## src/rtl/mem_arbiter_pkg.sv

```systemverilog
// mem_arb_pkg: shared types and constants for the backing-memory arbiter.
//   arb_state_t - arbiter FSM states
//   req_id_t    - requester identity, used by the round-robin tie-breaker
//   WORD_BYTES  - bytes per memory word; WORD_OFF is its address shift
package mem_arb_pkg;

    typedef enum logic [1:0] {IDLE, IC_RD, DC_RD, DC_WR} arb_state_t;

    typedef enum logic {REQ_IC, REQ_DC} req_id_t;

    localparam int unsigned WORD_BYTES = 4;
    localparam int unsigned WORD_OFF   = $clog2(WORD_BYTES);

endpackage

```

## src/rtl/mem_arbiter_if.sv

```systemverilog
// mem_arbiter_if: cache-side and memory-side signals of the memory arbiter.
//   slave  - arbiter view: requests, addresses, write data and memory read data in;
//            refill data, valid/done pulses, beat index, memory strobes and stall out.
//   master - the caches and memory model (mirror of slave).
interface mem_arbiter_if #(
    parameter int unsigned ADDR_WIDTH = 32,
    parameter int unsigned LINE_WORDS = 4
);
    // I-cache
    logic                          ic_req_i;
    logic [ADDR_WIDTH-1:0]         ic_addr_i;
    logic [31:0]                   ic_rdata_o;
    logic                          ic_rvalid_o;
    logic                          ic_done_o;
    // D-cache
    logic                          dc_req_i;
    logic                          dc_we_i;
    logic [ADDR_WIDTH-1:0]         dc_addr_i;
    logic [31:0]                   dc_wdata_i;
    logic [$clog2(LINE_WORDS)-1:0] dc_beat_o;
    logic [31:0]                   dc_rdata_o;
    logic                          dc_rvalid_o;
    logic                          dc_done_o;
    // Memory
    logic                          mem_en_o;
    logic                          mem_we_o;
    logic [ADDR_WIDTH-1:0]         mem_addr_o;
    logic [31:0]                   mem_wdata_o;
    logic [31:0]                   mem_rdata_i;
    // Pipeline
    logic                          cache_stall_o;

    modport slave (
        input  ic_req_i, ic_addr_i, dc_req_i, dc_we_i, dc_addr_i, dc_wdata_i, mem_rdata_i,
        output ic_rdata_o, ic_rvalid_o, ic_done_o, dc_beat_o, dc_rdata_o, dc_rvalid_o,
               dc_done_o, mem_en_o, mem_we_o, mem_addr_o, mem_wdata_o, cache_stall_o
    );

    modport master (
        output ic_req_i, ic_addr_i, dc_req_i, dc_we_i, dc_addr_i, dc_wdata_i, mem_rdata_i,
        input  ic_rdata_o, ic_rvalid_o, ic_done_o, dc_beat_o, dc_rdata_o, dc_rvalid_o,
               dc_done_o, mem_en_o, mem_we_o, mem_addr_o, mem_wdata_o, cache_stall_o
    );

endinterface

```

## src/rtl/mem_beat_seq.sv

```systemverilog
// mem_beat_seq: beat and per-beat cycle counters for one line transfer.
//   clk               - clock
//   clear_i           - synchronous clear, aborts any transfer in progress
//   start_i           - begin a transfer at beat 0 on the next cycle
//   beat_o            - current beat index
//   beat_last_cycle_o - last cycle of the current beat
//   line_last_o       - last cycle of the final beat
module mem_beat_seq #(
    parameter int unsigned LINE_WORDS  = 4,
    parameter int unsigned MEM_LATENCY = 2
) (
    input  logic                          clk,
    input  logic                          clear_i,
    input  logic                          start_i,
    output logic [$clog2(LINE_WORDS)-1:0] beat_o,
    output logic                          beat_last_cycle_o,
    output logic                          line_last_o
);
    localparam int unsigned BW = $clog2(LINE_WORDS);
    localparam int unsigned CW = (MEM_LATENCY > 1) ? $clog2(MEM_LATENCY) : 1;
    localparam logic [BW-1:0] BEAT_MAX = BW'(LINE_WORDS - 1);
    localparam logic [CW-1:0] CYC_MAX  = CW'(MEM_LATENCY - 1);

    logic          run_q, run_d;
    logic [BW-1:0] beat_q, beat_d;
    logic [CW-1:0] cyc_q, cyc_d;

    assign beat_o            = beat_q;
    assign beat_last_cycle_o = run_q && (cyc_q == CYC_MAX);
    assign line_last_o       = beat_last_cycle_o && (beat_q == BEAT_MAX);

    always_comb begin
        run_d  = run_q;
        beat_d = beat_q;
        cyc_d  = cyc_q;
        if (start_i) begin
            run_d  = 1'b1;
            beat_d = '0;
            cyc_d  = '0;
        end else if (run_q) begin
            if (cyc_q == CYC_MAX) begin
                cyc_d = '0;
                // Final beat: stop and park at 0 as the arbiter returns to IDLE
                if (beat_q == BEAT_MAX) begin
                    run_d  = 1'b0;
                    beat_d = '0;
                end else begin
                    beat_d = beat_q + 1'b1;
                end
            end else begin
                cyc_d = cyc_q + 1'b1;
            end
        end
    end

    always_ff @(posedge clk) begin
        if (clear_i) begin
            run_q  <= 1'b0;
            beat_q <= '0;
            cyc_q  <= '0;
        end else begin
            run_q  <= run_d;
            beat_q <= beat_d;
            cyc_q  <= cyc_d;
        end
    end

endmodule

```

## src/rtl/mem_arbiter.sv

```systemverilog
// mem_arbiter: shares the single backing-memory port between I-cache refills and
// D-cache refills/writebacks, one multi-beat line transfer at a time.
//   clk, rst - clock and synchronous active-high reset
//   bus      - mem_arbiter_if.slave: cache requests/responses, memory port, cache_stall_o
// Build option: define MEM_ARB_RR_EN for round-robin tie-breaking; otherwise the
// D-cache always wins a tie.
module mem_arbiter
    import mem_arb_pkg::*;
#(
    parameter int unsigned ADDR_WIDTH  = 32,
    parameter int unsigned LINE_WORDS  = 4,
    parameter int unsigned MEM_LATENCY = 2
) (
    input  logic          clk,
    input  logic          rst,
    mem_arbiter_if.slave  bus
);
    localparam int unsigned BW    = $clog2(LINE_WORDS);
    localparam int unsigned OFF   = BW + WORD_OFF;
    localparam int unsigned TAG_W = ADDR_WIDTH - OFF;

    arb_state_t       state_q, state_d;
    logic [TAG_W-1:0] line_q, line_d;
    logic [BW-1:0]    beat;
    logic             beat_last_cycle;
    logic             line_last;
    logic             busy;
    logic             start;
    logic             dc_wins_tie;
    logic             grant_dc;
    logic             grant_ic;

`ifdef MEM_ARB_RR_EN
    req_id_t last_grant_q, last_grant_d;
    assign dc_wins_tie = (last_grant_q == REQ_IC);
`else
    // The D-cache miss belongs to the older instruction in MEM
    assign dc_wins_tie = 1'b1;
`endif

    assign busy     = (state_q != IDLE);
    assign grant_dc = bus.dc_req_i && (!bus.ic_req_i || dc_wins_tie);
    assign grant_ic = bus.ic_req_i && !grant_dc;
    assign start    = !busy && (grant_dc || grant_ic);

    mem_beat_seq #(
        .LINE_WORDS  (LINE_WORDS),
        .MEM_LATENCY (MEM_LATENCY)
    ) u_beat_seq (
        .clk               (clk),
        .clear_i           (rst),
        .start_i           (start),
        .beat_o            (beat),
        .beat_last_cycle_o (beat_last_cycle),
        .line_last_o       (line_last)
    );

    always_comb begin
        state_d = state_q;
        line_d  = line_q;
`ifdef MEM_ARB_RR_EN
        last_grant_d = last_grant_q;
`endif
        unique case (state_q)
            IDLE: begin
                if (grant_dc) begin
                    state_d = bus.dc_we_i ? DC_WR : DC_RD;
                    line_d  = bus.dc_addr_i[ADDR_WIDTH-1:OFF];
`ifdef MEM_ARB_RR_EN
                    last_grant_d = REQ_DC;
`endif
                end else if (grant_ic) begin
                    state_d = IC_RD;
                    line_d  = bus.ic_addr_i[ADDR_WIDTH-1:OFF];
`ifdef MEM_ARB_RR_EN
                    last_grant_d = REQ_IC;
`endif
                end
            end
            IC_RD, DC_RD, DC_WR: begin
                if (line_last) begin
                    state_d = IDLE;
                end
            end
            default: state_d = IDLE;
        endcase
    end

    always_ff @(posedge clk) begin
        if (rst) begin
            state_q <= IDLE;
            line_q  <= '0;
`ifdef MEM_ARB_RR_EN
            last_grant_q <= REQ_IC;
`endif
        end else begin
            state_q <= state_d;
            line_q  <= line_d;
`ifdef MEM_ARB_RR_EN
            last_grant_q <= last_grant_d;
`endif
        end
    end

    // Outputs decode the registered state and beat counters; read data passes
    // straight through because memory presents it only in the beat's last cycle.
    always_comb begin
        bus.ic_rdata_o    = '0;
        bus.ic_rvalid_o   = 1'b0;
        bus.ic_done_o     = 1'b0;
        bus.dc_beat_o     = '0;
        bus.dc_rdata_o    = '0;
        bus.dc_rvalid_o   = 1'b0;
        bus.dc_done_o     = 1'b0;
        bus.mem_en_o      = busy;
        bus.mem_we_o      = 1'b0;
        bus.mem_addr_o    = '0;
        bus.mem_wdata_o   = '0;
        bus.cache_stall_o = bus.ic_req_i | bus.dc_req_i | busy;
        if (busy) begin
            bus.mem_addr_o = {line_q, beat, {WORD_OFF{1'b0}}};
        end
        unique case (state_q)
            IC_RD: begin
                bus.ic_rvalid_o = beat_last_cycle;
                bus.ic_rdata_o  = beat_last_cycle ? bus.mem_rdata_i : 32'h0;
                bus.ic_done_o   = line_last;
            end
            DC_RD: begin
                bus.dc_beat_o   = beat;
                bus.dc_rvalid_o = beat_last_cycle;
                bus.dc_rdata_o  = beat_last_cycle ? bus.mem_rdata_i : 32'h0;
                bus.dc_done_o   = line_last;
            end
            DC_WR: begin
                bus.dc_beat_o   = beat;
                bus.mem_we_o    = beat_last_cycle;
                bus.mem_wdata_o = bus.dc_wdata_i;
                bus.dc_done_o   = line_last;
            end
            default: ;
        endcase
    end

endmodule

```

## src/flat_wrapper.sv

```systemverilog
// flat-port wrapper written by rule: the top's interface ports become plain ports
module mem_arbiter_flat import mem_arb_pkg::*;
#(
    parameter int unsigned ADDR_WIDTH  = 32,
    parameter int unsigned LINE_WORDS  = 4,
    parameter int unsigned MEM_LATENCY = 2
)
  (clk, rst, bus_ic_req_i, bus_ic_addr_i, bus_dc_req_i, bus_dc_we_i, bus_dc_addr_i, bus_dc_wdata_i, bus_mem_rdata_i, bus_ic_rdata_o, bus_ic_rvalid_o, bus_ic_done_o, bus_dc_beat_o, bus_dc_rdata_o, bus_dc_rvalid_o, bus_dc_done_o, bus_mem_en_o, bus_mem_we_o, bus_mem_addr_o, bus_mem_wdata_o, bus_cache_stall_o);
  mem_arbiter_if #(.ADDR_WIDTH(ADDR_WIDTH), .LINE_WORDS(LINE_WORDS)) bus_i ();
  input  logic clk;
  input  logic rst;
  input wire logic [$bits(bus_i.ic_req_i)-1:0] bus_ic_req_i;
  input wire logic [$bits(bus_i.ic_addr_i)-1:0] bus_ic_addr_i;
  input wire logic [$bits(bus_i.dc_req_i)-1:0] bus_dc_req_i;
  input wire logic [$bits(bus_i.dc_we_i)-1:0] bus_dc_we_i;
  input wire logic [$bits(bus_i.dc_addr_i)-1:0] bus_dc_addr_i;
  input wire logic [$bits(bus_i.dc_wdata_i)-1:0] bus_dc_wdata_i;
  input wire logic [$bits(bus_i.mem_rdata_i)-1:0] bus_mem_rdata_i;
  output wire logic [$bits(bus_i.ic_rdata_o)-1:0] bus_ic_rdata_o;
  output wire logic [$bits(bus_i.ic_rvalid_o)-1:0] bus_ic_rvalid_o;
  output wire logic [$bits(bus_i.ic_done_o)-1:0] bus_ic_done_o;
  output wire logic [$bits(bus_i.dc_beat_o)-1:0] bus_dc_beat_o;
  output wire logic [$bits(bus_i.dc_rdata_o)-1:0] bus_dc_rdata_o;
  output wire logic [$bits(bus_i.dc_rvalid_o)-1:0] bus_dc_rvalid_o;
  output wire logic [$bits(bus_i.dc_done_o)-1:0] bus_dc_done_o;
  output wire logic [$bits(bus_i.mem_en_o)-1:0] bus_mem_en_o;
  output wire logic [$bits(bus_i.mem_we_o)-1:0] bus_mem_we_o;
  output wire logic [$bits(bus_i.mem_addr_o)-1:0] bus_mem_addr_o;
  output wire logic [$bits(bus_i.mem_wdata_o)-1:0] bus_mem_wdata_o;
  output wire logic [$bits(bus_i.cache_stall_o)-1:0] bus_cache_stall_o;
  assign bus_i.ic_req_i = bus_ic_req_i;
  assign bus_i.ic_addr_i = bus_ic_addr_i;
  assign bus_i.dc_req_i = bus_dc_req_i;
  assign bus_i.dc_we_i = bus_dc_we_i;
  assign bus_i.dc_addr_i = bus_dc_addr_i;
  assign bus_i.dc_wdata_i = bus_dc_wdata_i;
  assign bus_i.mem_rdata_i = bus_mem_rdata_i;
  assign bus_ic_rdata_o = bus_i.ic_rdata_o;
  assign bus_ic_rvalid_o = bus_i.ic_rvalid_o;
  assign bus_ic_done_o = bus_i.ic_done_o;
  assign bus_dc_beat_o = bus_i.dc_beat_o;
  assign bus_dc_rdata_o = bus_i.dc_rdata_o;
  assign bus_dc_rvalid_o = bus_i.dc_rvalid_o;
  assign bus_dc_done_o = bus_i.dc_done_o;
  assign bus_mem_en_o = bus_i.mem_en_o;
  assign bus_mem_we_o = bus_i.mem_we_o;
  assign bus_mem_addr_o = bus_i.mem_addr_o;
  assign bus_mem_wdata_o = bus_i.mem_wdata_o;
  assign bus_cache_stall_o = bus_i.cache_stall_o;
  mem_arbiter #(.ADDR_WIDTH(ADDR_WIDTH), .LINE_WORDS(LINE_WORDS), .MEM_LATENCY(MEM_LATENCY)) u_core (.clk(clk), .rst(rst), .bus(bus_i));
endmodule
```

## config.mk

```make
export PLATFORM = sky130hd
export DESIGN_NAME = mem_arbiter_flat
export DESIGN_NICKNAME = d
export VERILOG_FILES = /design/src/rtl/mem_arbiter_pkg.sv /design/src/rtl/mem_arbiter_if.sv /design/src/rtl/mem_beat_seq.sv /design/src/rtl/mem_arbiter.sv /design/src/flat_wrapper.sv
export SDC_FILE = /design/constraint.sdc
export NUM_CORES = 1
export LEC_CHECK = 0
export CORE_AREA = 2 2 106 108
export CTS_BUF_LIST = sky130_fd_sc_hd__clkbuf_8
export CTS_CLUSTER_SIZE = 24
export DETAILED_ROUTE_END_ITERATION = 10
export DIE_AREA = 0 0 108 110
export PLACE_DENSITY = 0.79
export RECOVER_POWER = 25
export SLEW_MARGIN = 20
export SYNTH_ARGS = -nofsm -noshare
export SYNTH_HDL_FRONTEND = slang
export SYNTH_SLANG_ARGS = --single-unit
```

## constraint.sdc

```tcl
create_clock -name clk -period 1.6 [get_ports clk]
set_input_delay 0.16 -clock clk [delete_from_list [all_inputs] [get_ports clk]]
set_output_delay 0.16 -clock clk [all_outputs]
set_load 0.01 [all_outputs]
```

==> results.toml <==
[outcome]
outcome = "complete, but fails checks"
violations = "negative setup slack"

[cells_and_area]
final_util_pct = 52.60
num_antenna_cells = 0
most-common-layout-cells = "clkdlybuf4s50_1 (123), dlygate4sd2_1 (60), buf_6 (58), and2_1 (52), and2_4 (45)"
final_cells = 722
final_common_cell = "clkdlybuf4s50_1"
fin_nets = 715
design_area_sq_um = 5627
drive_gt1_share_pct = 29.21
area_growth_pct = 121.3

[timing]
fin_crit_sh_pct = 104.6
setup_viol = 56
max_freq_mhz = 597.4
drv_slew = 0
fin_hold_ws_ns = 0.4717
finalHoldViolCount = 0
min_period_ns = 1.674
finalClockSkew_ns = 0.008415
rsz0062_at_grt = "true"
layout_setup_ws_ns = -0.07394

[placed_design]
portBuffers = 259
place.gp.congestion = 0.9084
hpwl_mm = 8.856
place_area_sq_um = 5293
placed_cells = 697

[floorplan]
rows = 38
core_area_sq_um = 10700
dieArea_sq_um = 11880
initial_utilization_pct = 23.77
io_pins = 270
die_h_um = 110
die_w_um = 108

[routing]
wl_per_cell_um = 16.67
drt_iter0_drc = 147
vias = 3306
postRouteAntennaNets = 0
routed_wl_mm = 12.04
firstDrtPassIters = 5
drc_errors = 0
via_per_inst = 4.579

[global_routing]
grt_pass1_vias = 3227
grt_use_total_pct = 18.29
grt_max_degree = 35
grt_pass1_wl_mm = 16.97
met3_usage_pct = 5.644
use_met2_pct = 33.74
antenna_found_initial = 2
grtUsageMet1_pct = 20.31
grt_overflow = 0
top_usage_layer = "met2"

[worst_setup_path]
cp.required_ns = 1.44
critPathBufInv = 4
crit_arrival_ns = 1.51
crit_slowest_cell = "dfxtp_2"
path_common_cell = "buf_6"
cp_top_family = "buffers and inverters"
slowest_delay_ns = 0.35
worst-setup-path-type = "flop to primary output"
critPathCaptureType = "primary output"
worst-path-max-fanout = 8
start_kind = "flop"
crit_chain = "nand2_4, nor3b_4, buf_6, buf_8, buf_6, and2_4, buf_6"

[cts]
htreeDepth = 2
clock_latency_ns = 0.28
cts.clk_slew.worst_paths_ns = 0.07
cts_hold_buf = 0
root_buffer = "clkbuf_8"
numClockSinks = 34
cts_buffers = 5
cts_tree = "done"
cts.path.max_buffers = 2

[logic_synthesis]
synth-seq-cells = 34
syn_area_per_cell_sq_um = 8.097
synth_seq_area_share_pct = 26.77
synth_area_sq_um = 2542
syn_inst = 314
synthDistinctLibCells = 29
synth_warnings = 0

[pwr]
p_leak_nw = 2.931
power_frac_seq_pct = 35.1
total_power_w = 0.002915
combPwrFrac_pct = 39.1
powerDensity_nw_per_um2 = 518.1
power.switching_w = 0.0008808
ir_worst_vdd_mv = 0.3856
switching_share_pct = 30.21
clkPwrFrac_pct = 25.8
p_int_w = 0.002035

[run]
maxCapViolCount = 0

[min_path]
hold_path_class = "input port to flop"
-- final cells by class --
type	count	area [sq um]
Fill cell	993	5071
Tap cell	140	175.2
Clock buffer	8	110.1
Inverter	1	11.26
Sequential cell	34	691.9
Multi-Input combinational cell	244	1768
Timing Repair Buffer	295	2870
-- synth_stat cells, drive strengths merged --
cell type	number	area (sq um)
conb	1	3.750
inv	1	3.750
and4	1	8.760
mux2i	30	300.3
xnor2	1	8.760
and2	97	606.8
nand3	1	5.000
nor3b	2	37.54
a22oi	1	7.510
clkbuf	13	52.55
nor3	3	15.01
nor2	7	36.29
or2	1	6.260
a21oi	29	145.1
nand2	6	30.03
ha	1	12.51
and3	32	200.2
a32oi	1	8.760
a211oi	28	210.2
buf	23	156.4
nand2b	1	6.260
dfxtp	34	680.7
-- per-stage QoR --
stage          setup WS [ns]  setup TNS, ns
2_1_floorplan         0.2897              0
3_3_place_gp         -0.1683         -13.29
3_5_place_dp         -0.2293         -16.59
4_1_cts              -0.1216         -3.068
5_1_grt              -0.1639         -9.558
6_report            -0.07394         -2.122
-- state kept, by name (all words and copies together), names as in the netlist --
name	cells
u_core.state_q	2
u_core.u_beat_seq.beat_o	2
u_core.u_beat_seq.cyc_q	1
u_core.line_q	28
u_core.u_beat_seq.run_q	1
-- logic make-up (layout without fill, tap and decap cells) --
kind of cell | count (synthesis) | after routing | share of synthesized area, %
AND/OR/NAND/NOR | 151 | 151 | 37.45
AO/OA/AOI/OAI | 59 | 59 | 14.62
buffers and inverters | 37 | 304 | 8.366
flip-flops | 34 | 34 | 26.77
multiplexers | 30 | 30 | 11.81
adder cells (fa/ha/maj) | 1 | 1 | 0.4920
other | 1 | 2 | 0.1475
XOR/XNOR | 1 | 1 | 0.3446
-- path summary, 6_finish.rpt --
check	end	slack, ns	depth (start not counted)	start
setup reg to reg	u_core.line_q[22]	-0.04	6	u_core.state_q[0]
hold reg to reg	u_core.line_q[17]	0.52	2	u_core.line_q[17]
hold / removal	u_core.state_q[1]	0.47	4	bus_dc_req_i
setup / recovery	bus_ic_rdata_o[29]	-0.07	7	u_core.u_beat_seq.cyc_q
-- power by group through the flow --
stage          combinational, W  clock (W)  sequential [W]
3_3_place_gp            0.00113          0         0.00104
5_1_grt                 0.00123   0.000820         0.00104
3_5_place_dp            0.00116          0         0.00103
6_report                0.00114   0.000751         0.00102
4_1_cts                 0.00112   0.000775         0.00102
2_1_floorplan          0.000514          0         0.00101
-- routing by layer --
| layer | vias to the layer above | part of all wire [%] |
|---|---|---|
| met5 | - | 0.21 |
| met4 | 4 | 1.7 |
| met3 | 18 | 8.3 |
| met2 | 166 | 50 |
| met1 | 1509 | 40 |
| li1 | 1609 | - |
-- worst min-delay path: cells and delay by family --
family	cells	cell delay [ns]
AO/OA/AOI/OAI	1	0.13
buffers and inverters	2	0.34
AND/OR/NAND/NOR	1	0.08
-- repair_timing --
| item | 4_1_cts | 5_1_grt |
|---|---|---|
| cloned | 2 | 1 |
| pin swaps | 12 | 23 |
| buffers inserted | 12 | 6 |
| setup endpoints to repair | 135 | 106 |
| gates resized for setup | 350 | 123 |
Power figures use the tool's default switching activity.
